$ cat src/rtl/bit_slicer_stream.sv
// bit_slicer_stream: accepts one wide word per handshake and emits it
// as one top slice or as a serialised slice stream, with a selector field.
//
// Ports:
//   clk_i, rst_ni            clock, async active-low reset
//   in_valid_i/in_ready_o    input word handshake
//   data_i                   input word (DATA_W)
//   mode_i                   0 = top slice only, 1 = all slices
//   msb_first_i              1 = serialise from the top slice down
//   out_valid_o/out_ready_i  output slice handshake
//   data_o                   current slice (SLICE_W)
//   idx_o                    slice index within the word
//   last_o                   final slice of the word
//   field_o                  selector field, held for the whole word
module bit_slicer_stream #(
  parameter int DATA_W      = 32,
  parameter int SLICE_W     = 8,
  parameter int FIELD_W     = 4,
  parameter int CHK_W       = 5,
  parameter int FIELD_A_LSB = 1,
  parameter int FIELD_B_LSB = 9,
  localparam int NSLICE = DATA_W / SLICE_W,
  localparam int IDX_W  = $clog2(NSLICE)
) (
  input  logic               clk_i,
  input  logic               rst_ni,
  input  logic               in_valid_i,
  output logic               in_ready_o,
  input  logic [DATA_W-1:0]  data_i,
  input  logic               mode_i,
  input  logic               msb_first_i,
  output logic               out_valid_o,
  input  logic               out_ready_i,
  output logic [SLICE_W-1:0] data_o,
  output logic [IDX_W-1:0]   idx_o,
  output logic               last_o,
  output logic [FIELD_W-1:0] field_o
);

  typedef enum logic {
    IDLE,
    EMIT
  } state_e;

  localparam logic [IDX_W-1:0] LAST_IDX =
    IDX_W'(NSLICE - 1);
  localparam logic [IDX_W-1:0] ONE =
    IDX_W'(1);

  state_e state_q, state_d;

  logic [DATA_W-1:0]  word_q;
  logic               msb_q;
  logic [IDX_W-1:0]   idx_q;
  logic               last_q;
  logic [FIELD_W-1:0] field_q;

  logic               valid;
  logic               accept;
  logic               beat;
  logic               adv;
  logic [IDX_W-1:0]   idx_nx;
  logic               last_nx;
  logic [IDX_W-1:0]   ld_idx;
  logic [FIELD_W-1:0] field_nx;

  assign valid  = (state_q == EMIT);
  assign beat   = valid && out_ready_i;
  assign accept = in_valid_i && in_ready_o;
  // Mode 0 words load with last set, so only
  // serialised words ever advance.
  assign adv    = beat && !last_q;

  assign idx_nx  = msb_q ? idx_q - ONE
                         : idx_q + ONE;
  assign last_nx = msb_q ? (idx_nx == '0)
                         : (idx_nx == LAST_IDX);

  // Mode 0 shows the top slice, which is also
  // where an MSB-first stream starts.
  assign ld_idx = (mode_i && !msb_first_i)
                ? '0 : LAST_IDX;

  always_comb begin
    field_nx = data_i[FIELD_B_LSB +: FIELD_W];
    if (|data_i[CHK_W-1:0])
      field_nx = data_i[FIELD_A_LSB +: FIELD_W];
  end

  // State register
  always_ff @(posedge clk_i or negedge rst_ni) begin
    if (!rst_ni) state_q <= IDLE;
    else         state_q <= state_d;
  end

  // Next-state logic
  always_comb begin
    state_d = state_q;
    unique case (state_q)
      IDLE: if (accept) state_d = EMIT;
      EMIT: if (beat && last_q && !accept)
              state_d = IDLE;
      default: state_d = IDLE;
    endcase
  end

  // Word datapath: load on accept, step on
  // non-last beats, otherwise hold.
  always_ff @(posedge clk_i or negedge rst_ni) begin
    if (!rst_ni) begin
      word_q  <= '0;
      msb_q   <= 1'b0;
      idx_q   <= '0;
      last_q  <= 1'b0;
      field_q <= '0;
    end else begin
      unique case (1'b1)
        accept: begin
          word_q  <= data_i;
          msb_q   <= msb_first_i;
          idx_q   <= ld_idx;
          last_q  <= !mode_i;
          field_q <= field_nx;
        end
        adv: begin
          idx_q  <= idx_nx;
          last_q <= last_nx;
        end
        default: ;
      endcase
    end
  end

  // Outputs
  always_comb begin
    out_valid_o = valid;
    in_ready_o  = !valid
               || (out_ready_i && last_q);
    data_o  = word_q[int'(idx_q)*SLICE_W +: SLICE_W];
    idx_o   = idx_q;
    last_o  = last_q;
    field_o = field_q;
  end

endmodule

$ cat config.mk
export PLATFORM = sky130hd
export DESIGN_NAME = bit_slicer_stream
export DESIGN_NICKNAME = d
export VERILOG_FILES = /design/src/rtl/bit_slicer_stream.sv
export SDC_FILE = /design/constraint.sdc
export NUM_CORES = 1
export LEC_CHECK = 0
export ABC_AREA = 1
export BUFFER_PORTS_ARGS = -buffer_cell sky130_fd_sc_hd__buf_4
export CAP_MARGIN = 40
export CORE_MARGIN = 4
export CORE_UTILIZATION = 40
export DETAILED_ROUTE_END_ITERATION = 16
export GPL_TIMING_DRIVEN = 1
export PLACE_DENSITY = 0.67
export SYNTH_ARGS = -nofsm -noshare
export SYNTH_HDL_FRONTEND = slang
export SYNTH_SLANG_ARGS = --single-unit
$ cat constraint.sdc
create_clock -name clk_i -period 2.5 [get_ports clk_i]
set_input_delay 0.75 -clock clk_i [delete_from_list [all_inputs] [get_ports clk_i]]
set_output_delay 0.75 -clock clk_i [all_outputs]
set_load 0.05 [all_outputs]
Word level (Yosys, flattened, before mapping)
Index checks and enable logic that the tools add are counted.
- add/sub/neg operators: 2
- multipliers: 0
- div/mod/pow operators: 0
- order comparisons: 0
- equal/unequal tests: 1
- shift operators: 1
- muxes and demuxes: 9
- bitwise logic cells: 1
- reductions and logical operators: 16
- operator list (kind ; count):
    variable part select 32 x 6 -> 8 bit ; 1
    logical AND 1 bit ; 7
    zero test 1 bit ; 5
    OR reduction 5 bit ; 1
    two-way mux 2 bit ; 2
    two-way mux 4 bit ; 1
    case mux 1 bit (2 select lines) ; 2
    case mux 2 bit (2 select lines) ; 1
    two-way mux 1 bit ; 3
    adder 2 x 1 -> 2 bit, second input constant ; 1
    == test 2 bit, second input constant ; 1
    zero test 2 bit ; 1
    nonzero test 2 bit ; 1
    subtractor 2 x 1 -> 2 bit, second input constant ; 1
    logical OR 1 bit ; 1
    NOT 1 bit ; 1
- register bits after elaboration: 41
- latch bits: 0
- RAM bits: 0
- memory bits (read-only): 0
- bits of input ports: 38
- logic and storage cells: 36
- memories: 0

Depth between registers and ports, before layout
Gate-level depths: netlist (run 1).
- depth in word-level cells: 7
- depth in mapped cells: 8

Least setup slack after synthesis (run 1)
Ideal clock, no wire load.
- path type: register to output
- start point: register idx_q[0], in the netlist idx_o[0]
- end point: output data_o[3]
- data arrival time: 2.233 ns
- setup slack: -0.483 ns
- stages on the path, launching flop included: 5
- path buffers: 2
- cell sequence: dfrtp_1 -> buf_2 -> buf_2 -> nor2_1 -> o21ai_0
- cells in the longest elaborated chain, start to end: 1
- ends and longest elaborated chain (element ; RTL line ; text):
    start: declaration ; 54 ; logic [IDX_W-1:0] idx_q;
    start signal: assignment ; 121 ; idx_q <= ld_idx;
    start signal: assignment ; 126 ; idx_q <= idx_nx;
    variable part select 32 x 6 -> 8 bit ; 139 ; data_o = word_q[int'(idx_q)*SLICE_W +: SLICE_W];
    end: declaration ; 34 ; output logic [SLICE_W-1:0] data_o,
Every way passes these cells.

Worst setup path after layout (run 1)
Ends and elaborated chain as after synthesis.

==> results.json, run 1 <==
{
  "status": "finished, final reports clean",
  "max_slew_margin": 0.6544,
  "pre_cts_slack_ps": 416.1,
  "grt.busiest_layer": "met2",
  "max_cap_viol_count": 0,
  "register_area_sq_mm": 0.001026,
  "synth_seq_cells": 41,
  "fmax_ghz": 0.4307,
  "end_kind": "output port",
  "worstReg2RegStart": "idx_o[1]",
  "place_area_sq_mm": 0.002442,
  "grt_remaining_overflow": 0,
  "num_vias": 1707,
  "synth_top_cell_by_area": "dfrtp_1",
  "hold_violations": 0,
  "r2r_cells": 7,
  "grt_util_met3": 0.03596,
  "antenna_left": 0,
  "p_leak_nw": 1.385,
  "coreArea_sq_mm": 0.004723,
  "synth_nets": 292,
  "multi_input_area_sq_um": 833.3,
  "cts.clk_slew.worst_paths_ps": 80,
  "cts_buffer_depth": 2,
  "portBuffers": 54,
  "final_cell_mix": "116 x nand2_1, 59 x buf_4, 41 x dfrtp_1, 17 x nor2_1, 17 x o21ai_0",
  "die_area_sq_mm": 0.006079,
  "syn_area_sq_mm": 0.001958,
  "hpwl_um": 3162,
  "syn_inst": 252,
  "rr_endpoint": "last_o",
  "startpoint_type": "flop",
  "num_rows": 25,
  "cts_max_level": 2,
  "avgRoutedWirePerCell_um": 11.93,
  "place_inst": 367,
  "fill_cells": 465,
  "grt_pass1_vias": 1653,
  "reg2reg_slack_ps": 1020,
  "hold_class": "in2async",
  "worstSetupStartpoint": "idx_o[0]",
  "timing.critical_path.fanout_max": 16,
  "fin_ws_ps": 178.2,
  "synth.avg_cell_area_sq_um": 7.770,
  "cts_made_buffers": 5,
  "pwr_density_cell_mw_per_mm2": 1483,
  "antenna_cells": 0,
  "ios": 55,
  "drt_first_iter_violations": 80,
  "drive_gt1_frac": 0.2532,
  "critPathArrivalTime_ps": 1570,
  "die_w_um": 77.97,
  "avgViaCountPerCell": 4.552,
  "area_growth_pct": 30.86,
  "final_cell_count_no_fill": 375,
  "grt_first_pass_wirelength_um": 7714,
  "layout_worst_path_cycle_share": 0.9287,
  "track_usage": 0.1606,
  "ys_warn_count": 0,
  "drv_slew": 0,
  "synth_area_leaders": "dfrtp_1 52%, nand2_1 22%, o21ai_0 5.4%",
  "worst_pin_slew_ps": 518.3,
  "nNetsFinal": 347,
  "period_needed_ps": 2322,
  "finalSetupTns_ps": 0,
  "first_pass_iters": 4,
  "seq_area_frac_synth": 0.5240,
  "cts.sinks": 41,
  "synth_cell_types": 18,
  "path_class": "reg2out",
  "whs_ps": 419.5,
  "layout_commonest_cell": "nand2_1",
  "fin_skew_ps": 4.819,
  "use_met2": 0.2611,
  "final_area_sq_mm": 0.002562,
  "synth_top_area_share": 0.5240,
  "worst_ep_required_time_ps": 1750,
  "wl_um": 4472,
  "cts_resized": 0,
  "postCtsSetupBuffers": 0,
  "start_util": 0.4146,
  "irDropWorstVdd_mv": 0.5741,
  "gp_congestion": 0.7473,
  "grtUsageMet1": 0.2075,
  "grt_max_degree": 42,
  "clk_latency_ps": 300,
  "cts_root_buf": "clkbuf_8",
  "cts_hold_buf": 0,
  "tritoncts": "built",
  "antenna_found_initial": 0,
  "remaining_drc_errors": 0,
  "rsz0062_at_grt": "false",
  "setup_violations": 0,
  "die_h_um": 77.97
}
logic make-up after synthesis:
logic type | synth area share
adder cells (fa/ha/maj) | 0.01278
buffers and inverters | 0.06900
XOR/XNOR | 0.004474
AO/OA/AOI/OAI | 0.09776
flip-flops | 0.5240
AND/OR/NAND/NOR | 0.2920
state kept, by name, summed over array words and instances (netlist names):
name	count
msb_q	1
out_valid_o	1
last_o	1
word_q	32
idx_o	2
field_o	4
where the power goes:
group,total [mW],switching [mW],internal (mW)
clock network,0.558,0.234,0.325
logic,2.08,1.41,0.667
registers,1.16,0.186,0.978
total,3.80,1.83,1.97
worst max path at each step:
stage,endpoint,depth (start not counted)
3_5_place_dp,in_ready_o,4
6_report,data_o[3],4
2_1_floorplan,data_o[3],4
4_1_cts,data_o[3],4
5_1_grt,data_o[3],4
3_3_place_gp,in_ready_o,4
layer usage:
metal,share of wire,vias to the layer above
met5,0,-
li1,-,895
met1,0.48,771
met2,0.45,35
met3,0.053,6
met4,0.017,0
Yosys cell counts:
cell	instances
ha_1	2
inv_1	14
dfrtp_1	41
nor2_1	17
inv_2	1
buf_4	3
buf_2	3
o22ai_1	4
xor2_1	1
buf_6	3
a21oi_4	1
nand2_1	116
nand2_2	2
o21ai_1	5
a21oi_1	4
nand3_1	12
clkbuf_1	2
o21ai_0	21
layout make-up:
type                            count  area share
Timing Repair Buffer               59      0.1729
Multi-Input combinational cell    185      0.3252
Clock inverter                      2     0.01465
Sequential cell                    41      0.4004
Inverter                           15     0.02197
Clock buffer                        6     0.03223
Tap cell                           67     0.03271
worst max-delay path, cell delays in order (launching register included):
cell and delay, ps:
dfrtp_1 380, inv_1 350, o21ai_0 140, o21ai_1 180, buf_4 230
per-stage QoR:
stage	util	total power, mW
final	0.5425	3.801
after global routing	0.5425	4.093
after CTS	0.5425	3.842
after detailed placement	0.5171	3.267
after global placement	0.5171	3.239
after floorplan	-	2.689
Note: power is estimated with default switching activity, not from simulation.
==> run 2, diff against run 1 <==
CORE_UTILIZATION = 55   (was 40)
PLACE_DENSITY = 0.87   (was 0.67)
==> run 2 against run 1 <==
- routed wire length shrank 0.74%
- hold slack lost 85 ps
- setup slack lost 48 ps
- largest cell class unchanged
==> results.json, run 2 (synthesis gave the netlist of run 1 again) <==
{
  "period_needed_ps": 2369,
  "grt_remaining_overflow": 0,
  "finalPower_mw": 3.709,
  "reg2reg_slack_ps": 1000,
  "num_rows": 21,
  "drt_first_iter_violations": 116,
  "antenna_left": 0,
  "antenna_cells": 0,
  "hpwl_um": 3237,
  "avgRoutedWirePerCell_um": 12.54,
  "top_register": "word_q",
  "irDropWorstVdd_mv": 0.8657,
  "avgViaCountPerCell": 4.966,
  "end_kind": "output port",
  "r2r_cells": 7,
  "cts_hold_buf": 0,
  "pwr_density_cell_mw_per_mm2": 1483,
  "drive_gt1_frac": 0.2500,
  "max_cap_viol_count": 0,
  "rr_endpoint": "last_o",
  "num_vias": 1758,
  "cts_max_level": 2,
  "antenna_found_initial": 0,
  "gp_congestion": 0.8066,
  "die_w_um": 67.67,
  "clk_latency_ps": 360,
  "die_h_um": 67.67,
  "cts_buffer_depth": 2,
  "startpoint_type": "flop",
  "hold_violations": 0,
  "die_area_sq_mm": 0.004579,
  "layout_worst_path_cycle_share": 0.9478,
  "postCtsSetupBuffers": 0,
  "layout_commonest_cell": "nand2_1",
  "grt_first_pass_wirelength_um": 7086,
  "first_pass_iters": 4,
  "final_cell_mix": "116 x nand2_1, 59 x buf_4, 41 x dfrtp_1, 17 x nor2_1, 17 x o21ai_0",
  "coreArea_sq_mm": 0.003390,
  "fill_cells": 257,
  "rsz0062_at_grt": "false",
  "cts_made_buffers": 5,
  "drv_slew": 0,
  "status": "finished, final reports clean",
  "grt_max_degree": 42,
  "area_growth_pct": 27.73,
  "max_slew_margin": 0.6726,
  "worstReg2RegStart": "idx_o[1]",
  "fin_skew_ps": 9.519,
  "cts_resized": 0,
  "remaining_drc_errors": 0,
  "hold_class": "in2async",
  "p_leak_nw": 1.373,
  "worst_ep_required_time_ps": 1750,
  "whs_ps": 334.8,
  "track_usage": 0.2135,
  "start_util": 0.5777,
  "timing.critical_path.fanout_max": 16,
  "path_class": "reg2out",
  "ios": 55,
  "cts.clk_slew.worst_paths_ps": 120,
  "cts_root_buf": "clkbuf_4",
  "setup_violations": 0,
  "fmax_ghz": 0.4220,
  "portBuffers": 54,
  "grt_pass1_vias": 1607,
  "largest_reg_flops": 32,
  "wl_um": 4439,
  "tritoncts": "built",
  "critPathArrivalTime_ps": 1620,
  "worst_pin_slew_ps": 491.1,
  "cts.sinks": 41,
  "nNetsFinal": 347
}
run 2: report_power, final:
| group | leakage, nW | total [mW] | switching, mW | internal (mW) |
|---|---|---|---|---|
| Combinational | 0.823 | 2.10 | 1.43 | 0.667 |
| Clock | 0.0455 | 0.447 | 0.208 | 0.239 |
| Sequential | 0.504 | 1.16 | 0.187 | 0.975 |
| Total | 1.37 | 3.71 | 1.83 | 1.88 |
run 2: metrics by stage:
step,utilization,worst slack (ps),cell area [sq um],TNS (ps),instances
floorplan,-,-103.3,1994,-103.3,252
global placement,0.7128,426.1,2416,0,346
detailed placement,0.7128,409.3,2416,0,346
CTS,0.7379,121.5,2501,0,354
global route,0.7379,30.69,2501,0,354
finish,0.7379,130.5,2501,0,354
run 2: how the worst max path moves through the flow:
stage,startpoint,end,slack [ps],cells after the start
final,idx_o[0],data_o[3],130,4
after global routing,idx_o[0],data_o[6],30,4
after CTS,idx_o[0],data_o[0],120,4
after detailed placement,out_ready_i,in_ready_o,410,4
after global placement,out_ready_i,in_ready_o,430,4
after floorplan,idx_o[0],data_o[3],-100,4
run 2: per-layer routing:
metal	vias to the layer above	track usage	routed length [um]
met5	-	0	0
met4	0	0.1215	92
met3	8	0.04160	371
met1	788	0.2591	1831
li1	897	-	-
met2	65	0.3524	2143
run 2: cell type report:
class | count | area (sq um) | share of cell area
repair buffers | 59 | 442.9 | 0.1771
flip-flops and latches | 41 | 1026 | 0.4102
multi-input cells | 185 | 833.3 | 0.3332
clock buffers | 7 | 55.05 | 0.02201
inverters | 15 | 56.30 | 0.02251
clock inverters | 1 | 30.03 | 0.01201
well taps | 46 | 57.56 | 0.02301
run 2: worst max-delay path: stages, from the launching register on:
cell,delay (ps)
dfrtp_1,400
inv_1,350
o21ai_0,150
o21ai_1,150
buf_4,220
==> run 3, diff against run 2 <==
GPL_TIMING_DRIVEN = 0   (was 1)
TNS_END_PERCENT = 1   (was default)
==> run 3 against run 2 <==
- setup slack got worse by 120 ps
- sequential cell count unchanged
- clock power increased by 3%
- global-route usage increased by 0.69 points
- combinational power increased by 2%
- clock skew decreased by 6.9 ps
- utilization increased by 1.4 points
- clock-buffer cell count unchanged
- die area unchanged
- non-clock buffer count increased by 9
- hold slack improved by 9.6 ps
- power increased by 1.7%
- highest routed layer unchanged
==> results.json, run 3 (synthesis gave the netlist of run 1 again) <==
{
  "status": "finished, final reports clean",
  "final_cell_mix": "116 x nand2_1, 62 x buf_4, 40 x dfrtp_1, 17 x nor2_1, 16 x o21ai_0",
  "finalSetupTns_ps": 0,
  "final_cell_count_no_fill": 363,
  "critPathArrivalTime_ps": 1740,
  "max_slew_margin": 0.6636,
  "whs_ps": 344.4,
  "num_rows": 21,
  "grt_util_met3": 0.02995,
  "fin_skew_ps": 2.637,
  "clk_latency_ps": 360,
  "grtUsageMet1": 0.2779,
  "worst_pin_slew_ps": 504.6,
  "p_seq_frac": 0.311,
  "nNetsFinal": 356,
  "top_register": "word_q",
  "grt.busiest_layer": "met2",
  "final_util": 0.7523,
  "rr_endpoint": "last_o",
  "antenna_found_initial": 0,
  "die_area_sq_mm": 0.004579,
  "r2r_cells": 7,
  "period_needed_ps": 2490,
  "area_growth_pct": 30.22,
  "place_inst": 352,
  "first_pass_iters": 6,
  "antenna_cells": 0,
  "cts_made_buffers": 5,
  "drive_gt1_frac": 0.2587,
  "drt_first_iter_violations": 114,
  "antenna_left": 0,
  "p_sw_mw": 1.849,
  "use_met2": 0.3742,
  "hold_class": "in2async",
  "gp_congestion": 0.8093,
  "num_vias": 1814,
  "cts_buffer_depth": 2,
  "coreArea_sq_mm": 0.003390,
  "avgViaCountPerCell": 4.997,
  "avgRoutedWirePerCell_um": 13.25,
  "portBuffers": 54,
  "layout_worst_path_cycle_share": 0.9960,
  "p_leak_nw": 1.400,
  "setup_violations": 0,
  "largest_reg_flops": 32,
  "drv_slew": 0,
  "p_int_mw": 1.922,
  "max_cap_viol_count": 0,
  "grt_pass1_vias": 1632,
  "cts_max_level": 2,
  "startpoint_type": "flop",
  "tritoncts": "built",
  "cts.sinks": 41,
  "worstReg2RegStart": "idx_o[1]",
  "finalPower_mw": 3.772,
  "remaining_drc_errors": 0,
  "fmax_ghz": 0.4016,
  "layout_commonest_cell": "nand2_1",
  "power_frac_comb": 0.567,
  "cts.clk_slew.worst_paths_ps": 120,
  "switching_share": 0.4904,
  "cts_root_buf": "clkbuf_4",
  "end_kind": "output port",
  "grt_remaining_overflow": 0,
  "rsz0062_at_grt": "true",
  "p_clk_frac": 0.122,
  "path_class": "reg2out",
  "worst_ep_required_time_ps": 1750,
  "ios": 55,
  "reg2reg_slack_ps": 940,
  "wl_um": 4811,
  "grt_first_pass_wirelength_um": 7300,
  "hpwl_um": 3467,
  "die_h_um": 67.67,
  "irDropWorstVdd_mv": 0.6896,
  "pwr_density_cell_mw_per_mm2": 1479,
  "hold_violations": 0,
  "die_w_um": 67.67,
  "start_util": 0.5777,
  "grt_max_degree": 42,
  "timing.critical_path.fanout_max": 10,
  "track_usage": 0.2204
}
[run 3: cell count changes in the layout (fill, tap and decap cells not counted), moves of 3 or more]
cell,before,now
buf_4,59,62
buf_6,0,3
o21ai_1,6,10
o21ai_2,3,0
o22ai_1,0,3
o22ai_2,4,1
[run 3: area by class of cell]
| class | count | area (sq um) |
|---|---|---|
| fillers | 264 | 839.6 |
| inverters | 15 | 60.06 |
| repair buffers | 58 | 435.4 |
| clock buffers | 7 | 55.05 |
| plain buffers | 10 | 81.33 |
| multi-input cells | 185 | 803.3 |
| flip-flops and latches | 41 | 1027 |
| clock inverters | 1 | 30.03 |
| well taps | 46 | 57.56 |
[run 3: worst max-delay path by stage]
stage / startpoint / to / cells past startpoint
global route: idx_o[0] / data_o[1] / 5
detailed placement: idx_o[0] / data_o[0] / 5
finish: idx_o[0] / data_o[1] / 5
floorplan: idx_o[0] / data_o[0] / 4
CTS: idx_o[0] / data_o[2] / 5
global placement: idx_o[0] / data_o[0] / 5
[run 3: layer usage]
layer,wire length (um),up-vias
li1,-,915
met1,2049,841
met2,2409,53
met3,284,5
met4,67,0
met5,0,-
[run 3: critical path: stages, from the launching register on]
cell and delay [ps]:
dfrtp_2 460, clkbuf_4 200, buf_4 190, o21ai_0 230, o21ai_1 100, buf_4 200
[run 3: power groups by stage]
stage          Combinational [mW]  Clock (mW)  Sequential (mW)
5_1_grt                      2.32       0.488             1.20
4_1_cts                      2.09       0.455             1.16
6_report                     2.14       0.460             1.17
3_5_place_dp                 2.08           0             1.17
2_1_floorplan                1.28           0             1.34
3_3_place_gp                 2.03           0             1.16
[run 3: repair_timing]
action                     CTS  global route
hold buffers                 0             0
buffers inserted             0             4
setup endpoints to repair    6             8
gates resized for setup      2             4
[run 3: stage by stage]
step           setup slack (ps)  area (sq um)
6_report                  10.09          2550
5_1_grt                  -43.35          2550
4_1_cts                   25.10          2512
3_5_place_dp              236.9          2427
3_3_place_gp              302.8          2427
2_1_floorplan            -178.7          1964
